==> src/rtl/imem_arb_pkg.sv <==
// Shared types and helpers for the instruction-memory arbiter.
//   owner_t    : which requester was granted the memory in a cycle
//   NOP_INSTR  : instruction word returned for a rejected fetch
//   word_index : byte address -> 30-bit word index (drops bits [1:0])
package imem_arb_pkg;

   typedef enum logic [1:0] {
      IDLE  = 2'd0,
      FETCH = 2'd1,
      LOAD  = 2'd2
   } owner_t;

   localparam logic [31:0] NOP_INSTR = 32'h0000_0013;

   function automatic logic [29:0] word_index(input logic [31:0] addr);
      return 30'(addr >> 2);
   endfunction

endpackage

==> src/rtl/imem_arbiter.sv <==
// imem_arbiter: shares a single-port instruction memory between the IF-stage
// fetch port (reads) and the program loader port (word writes).
// The loader has priority, but after LOAD_BURST_MAX consecutive loader grants
// with a fetch pending, the fetch is granted. Fetch responses are registered
// (exactly one cycle of latency); rejected fetches return NOP_INSTR with f_err.
//
// Ports:
//   clk, reset                 clock, synchronous active-high reset
//   f_req/f_addr/f_gnt         fetch request, byte address, accept (comb)
//   f_rvalid/f_rdata/f_err     registered fetch response
//   l_req/l_addr/l_wdata/l_gnt loader write request and accept (comb)
//   m_en/m_we/m_addr/m_wdata   memory control (comb)
//   m_rdata                    memory read data, combinational from m_addr
//   f_stall_cnt                cycles with f_req=1 and f_gnt=0
//                              (only with IMEM_ARB_STALL_STATS_EN defined)
//
// Build option: `define IMEM_ARB_STALL_STATS_EN adds the f_stall_cnt port.
module imem_arbiter
   import imem_arb_pkg::*;
#(
   parameter int unsigned DEPTH          = 1024,
   parameter int unsigned ADDR_W         = 10,
   parameter int unsigned LOAD_BURST_MAX = 8,
   parameter logic [31:0] NOP_INSTR      = imem_arb_pkg::NOP_INSTR
) (
   input  logic              clk,
   input  logic              reset,
   input  logic              f_req,
   input  logic [31:0]       f_addr,
   output logic              f_gnt,
   output logic              f_rvalid,
   output logic [31:0]       f_rdata,
   output logic              f_err,
   input  logic              l_req,
   input  logic [31:0]       l_addr,
   input  logic [31:0]       l_wdata,
   output logic              l_gnt,
   output logic              m_en,
   output logic              m_we,
   output logic [ADDR_W-1:0] m_addr,
   output logic [31:0]       m_wdata,
   input  logic [31:0]       m_rdata
`ifdef IMEM_ARB_STALL_STATS_EN
   ,
   output logic [31:0]       f_stall_cnt
`endif
);

   localparam int unsigned     CNT_W     = $clog2(LOAD_BURST_MAX + 1);
   localparam logic [CNT_W-1:0] BURST_MAX = CNT_W'(LOAD_BURST_MAX);

   owner_t            r_owner;
   owner_t            w_owner_nxt;
   logic [CNT_W-1:0]  r_burst_cnt;
   logic [31:0]       r_f_rdata;
   logic              r_f_err;

   logic              w_starve;
   logic [29:0]       w_f_word;
   logic [29:0]       w_l_word;
   logic              w_f_addr_ok;
   logic              w_l_addr_ok;

   assign w_f_word    = word_index(f_addr);
   assign w_l_word    = word_index(l_addr);
   assign w_f_addr_ok = (f_addr[1:0] == 2'b00) && ({2'b00, w_f_word} < 32'(DEPTH));
   assign w_l_addr_ok = ({2'b00, w_l_word} < 32'(DEPTH));

   // State register: owner records the grant made in the cycle, so
   // owner==FETCH is exactly "a fetch response is due now".
   always_ff @(posedge clk) begin
      if (reset) begin
         r_owner <= IDLE;
      end else begin
         r_owner <= w_owner_nxt;
      end
   end

   // Next-state: the grant decision. Reset forces no grant.
   always_comb begin
      w_starve    = f_req && (r_burst_cnt == BURST_MAX);
      w_owner_nxt = IDLE;
      if (reset) begin
         w_owner_nxt = IDLE;
      end else if (l_req && !w_starve) begin
         w_owner_nxt = LOAD;
      end else if (f_req) begin
         w_owner_nxt = FETCH;
      end
   end

   // Outputs for the grant being made this cycle.
   always_comb begin
      f_gnt   = 1'b0;
      l_gnt   = 1'b0;
      m_en    = 1'b0;
      m_we    = 1'b0;
      m_addr  = '0;
      m_wdata = '0;
      unique case (w_owner_nxt)
         LOAD: begin
            l_gnt   = 1'b1;
            m_en    = w_l_addr_ok;   // out-of-range writes are acknowledged but dropped
            m_we    = 1'b1;
            m_addr  = ADDR_W'(w_l_word);
            m_wdata = l_wdata;
         end
         FETCH: begin
            f_gnt  = 1'b1;
            m_en   = w_f_addr_ok;
            m_addr = ADDR_W'(w_f_word);
         end
         default: ;
      endcase
   end

   // Fetch response and loader burst counter.
   always_ff @(posedge clk) begin
      if (reset) begin
         r_f_rdata   <= '0;
         r_f_err     <= 1'b0;
         r_burst_cnt <= '0;
      end else begin
         if (w_owner_nxt == FETCH) begin
            r_f_err   <= !w_f_addr_ok;
            r_f_rdata <= w_f_addr_ok ? m_rdata : NOP_INSTR;
         end
         if (!f_req || (w_owner_nxt == FETCH)) begin
            r_burst_cnt <= '0;
         end else if ((w_owner_nxt == LOAD) && (r_burst_cnt != BURST_MAX)) begin
            r_burst_cnt <= r_burst_cnt + 1'b1;
         end
      end
   end

   assign f_rvalid = (r_owner == FETCH);
   assign f_rdata  = r_f_rdata;
   assign f_err    = r_f_err;

`ifdef IMEM_ARB_STALL_STATS_EN
   logic [31:0] r_stall_cnt;

   always_ff @(posedge clk) begin
      if (reset) begin
         r_stall_cnt <= '0;
      end else if (f_req && !f_gnt) begin
         r_stall_cnt <= r_stall_cnt + 32'd1;
      end
   end

   assign f_stall_cnt = r_stall_cnt;
`endif

endmodule

==> config.mk <==
export PLATFORM = sky130hd
export DESIGN_NAME = imem_arbiter
export DESIGN_NICKNAME = d
export VERILOG_FILES = /design/src/rtl/imem_arb_pkg.sv /design/src/rtl/imem_arbiter.sv
export SDC_FILE = /design/constraint.sdc
export NUM_CORES = 1
export LEC_CHECK = 0
export CAP_MARGIN = 15
export CORE_ASPECT_RATIO = 0.8
export CORE_UTILIZATION = 29
export DETAILED_ROUTE_END_ITERATION = 8
export GPL_TIMING_DRIVEN = 0
export HOLD_SLACK_MARGIN = 0.1
export PLACE_DENSITY = 0.77
export SYNTH_ARGS = -nofsm -noshare
export SYNTH_HDL_FRONTEND = slang
export SYNTH_SLANG_ARGS = --single-unit
==> constraint.sdc <==
create_clock -name clk -period 2.9 [get_ports clk]
set_input_delay 0.725 -clock clk [delete_from_list [all_inputs] [get_ports clk]]
set_output_delay 0.725 -clock clk [all_outputs]
set_load 0.005 [all_outputs]
==> results.md <==
* Status: complete, but fails checks
* Failing checks: negative setup slack
* Setup violations, final at 1
* Mean Syn Cell Area at 9.53 um^2
* Req. time, crit path at 2.17 ns
* R2R setup slack at 0.54 ns
* Power Density at 252 nW/um^2
* Met2 Use GR at 38.4%
* RSZ-0062 raised after global routing: yes
* Post-Route WL at 10,200 um
* IO Pins at 212
* Avg WL per Cell at 16.6 um
* Root Driver: clkbuf_8
* Die height at 85.2 um
* #FFs+latches synth at 39
* Syn_nets at 399
* GR Util met1 at 24.5%
* GP Congestion at 0.796
* Reg-to-Reg Start: r_burst_cnt[0]
* CTS Sinks at 39
* Hold_sp: f_err
* Largest net degree at the start of global routing at 20
* Top cell type's share of synthesized area at 31.1%
* Buf/Inv on CP at 3
* Top cells by area, synth: dfxtp_1 (31%), o41ai_2 (19%), or3b_2 (10%)
* Worst Hold Endpoint: f_err
* Cells after synthesis at 263
* Fraction of layout cells with a size suffix above 1 at 34.0%
* Hold Buf Count CTS at 0
* Max-slew headroom at 50.5%
* Die W at 106 um
* FP Rows at 29
* Clock transition at path regs at 0.08 ns
* Post-route setup slack at -0.0630 ns
* Worst R2R Path Depth at 12
* Post-synth EDFFs at 0
* Yosys cell types at 37
* Worst path max stage delay at 0.46 ns
* Antenna Cells at 0
* Final Critical Period at 2.96 ns
* Die footprint at 9020 um^2
* DRC violation count after routing at 0
* Peak supply drop at 0.170 mV
* Hold depth at 2
* TritonCTS clock tree: done
* Core Area at 8160 um^2
* H-tree levels at 2
* Synthesis Warnings at 0
* Max Fclk at 337 MHz
* Clock skew at 0.0118 ns
* Post-Syn Area at 2510 um^2
* Post-DP HPWL at 7410 um
* Vias at 2,917
* Longest Clk Path Bufs at 2
* Initial Utilization at 30.7%
* First-pass DRT Iterations at 4
* Vias in the first global route at 2,924
* Grt peak-use layer: met2
* GRT overflow at 0
* Global-route wire length before repair at 15,100 um
* Pre-CTS setup slack at -1.22 ns
* Clock Latency Late Sink at 0.29 ns
* Setup CP Type: primary input to output port
* Worst Hold Class: flop to flop
* Crit path launch type: primary input
* Total CTS buffers at 5
* Final nets at 641
* Worst path slowest cell: clkdlybuf4s50_1
* Leakage power at 2.21 nW
* CP Capture Type: output port
* Util after Layout at 63.6%
* Worst Tran Pin Value at 0.742 ns
* Initial DRC Count at 96
* Layout area overhead at 107%
* Sequential area share after synthesis at 31.1%
* M3 GR Usage at 5.38%
* Crit-path max FO at 10
* Final hold slack at 0.519 ns
* Max-cap violations at 0
* Number of vias per cell at 4.75
* Post-synth top flop: dfxtp_1
* Fin. max-slew vios at 0
* Fin. Hold Viols at 0
* Synth async-reset ratio at 0%
* Critical Path AT at 2.24 ns
* CP Cell Sequence: clkdlybuf4s50_1 > nor4_4 > nand2_2 > buf_4 > o32ai_4 > buf_2
* CP delay by family, top: buffers and inverters
* Tcrit/Tclk final at 102%
* R2r endpoint: f_rdata[22]
* ANT nets after route at 0
* Initial antenna violation count at 0
* Port bufs at 208
* GR Util All Layers at 21.0%
* Tot Pwr at 1.31 mW
* Yosys top cell by area: dfxtp_1
per-stage QoR:
| stage | instance area [um^2] | instances | setup TNS [ns] |
|---|---|---|---|
| global route | 5190 | 614 | -0.201 |
| floorplan | 2540 | 263 | 0 |
| finish | 5190 | 614 | -0.0630 |
| detailed placement | 4750 | 579 | -44.42 |
| global placement | 4750 | 579 | -42.70 |
| CTS | 5150 | 609 | -0.146 |
cells by family after synthesis:
logic type,after synthesis,synth area share [%]
simple gates,106,30.1
buf+inv,59,10.5
compound gates,54,25.8
flops,39,31.1
fa+ha+maj,4,2.00
xor+xnor,1,0.349
cells in the final DEF, fill, tap and decap left out, types with 5 or more instances in the layout:
cell,n
dlygate4sd2_1,7
clkbuf_8,8
o41ai_2,29
clkdlybuf4s15_1,11
nor2_1,19
clkbuf_2,16
inv_1,30
or3b_2,29
clkdlybuf4s50_1,160
a22oi_2,10
buf_4,28
buf_2,15
dfxtp_1,37
a21oi_1,5
and2_1,32
tightest hold or removal path, cell delays in order, from the launching register on:
cell      delay (ns)
dfxtp_1         0.32
nor2_1          0.09
a311oi_1        0.06
per-layer routing:
| metal | share of wire, % | vias up | routed length [um] |
|---|---|---|---|
| met5 | 0 | - | 0 |
| met4 | 1.6 | 0 | 165 |
| met3 | 7.0 | 16 | 711 |
| met2 | 51 | 121 | 5170 |
| met1 | 41 | 1360 | 4160 |
| li1 | - | 1420 | - |
final cells by class:
class                      instances  area, um^2
buffer                            22         210
timing repair buffer             237        2190
sequential                        39         783
clock buffer                       7        86.3
fill                             671        2980
multi-input combinational        165        1640
inverter                          35         131
tap                              108         135
clock inverter                     1        8.76
sequential cells by signal (all words and copies together) (netlist names):
signal,flops
f_rdata,32
r_burst_cnt,4
r_owner,2
f_err,1
synthesized netlist by cell type, drive strengths merged, types with 3 or more instances:
cell    instances
o31a            3
buf            15
nand4           3
a22oi          10
clkbuf          9
a21oi           7
inv            34
dfxtp          39
nor4            8
o21ai           3
or3b           29
o41ai          29
ha              4
and2           32
nor2           19
timing repair:
| action | in CTS | in global routing |
|---|---|---|
| pin swaps | 11 | 9 |
| resized for setup | 147 | 44 |
| setup endpoints to repair | 46 | 42 |
| buffers inserted | 22 | 4 |
| cloned | 1 | 2 |
where the power goes:
| part | total [mW] | internal (mW) | switching, mW |
|---|---|---|---|
| Sequential | 0.542 | 0.539 | 0.00225 |
| Combinational | 0.381 | 0.247 | 0.134 |
| Clock | 0.387 | 0.195 | 0.192 |
| Total | 1.31 | 0.981 | 0.328 |
worst max-delay path by stage:
stage / startpoint / to / cells after the start
4_1_cts: r_burst_cnt[1] / m_en / 10
6_report: f_addr[29] / m_en / 6
5_1_grt: r_burst_cnt[0] / m_en / 10
2_1_floorplan: reset / m_addr[0] / 8
3_5_place_dp: l_req / m_addr[8] / 9
3_3_place_gp: l_req / m_addr[8] / 9
Note: power is estimated with default switching activity, not from simulation.
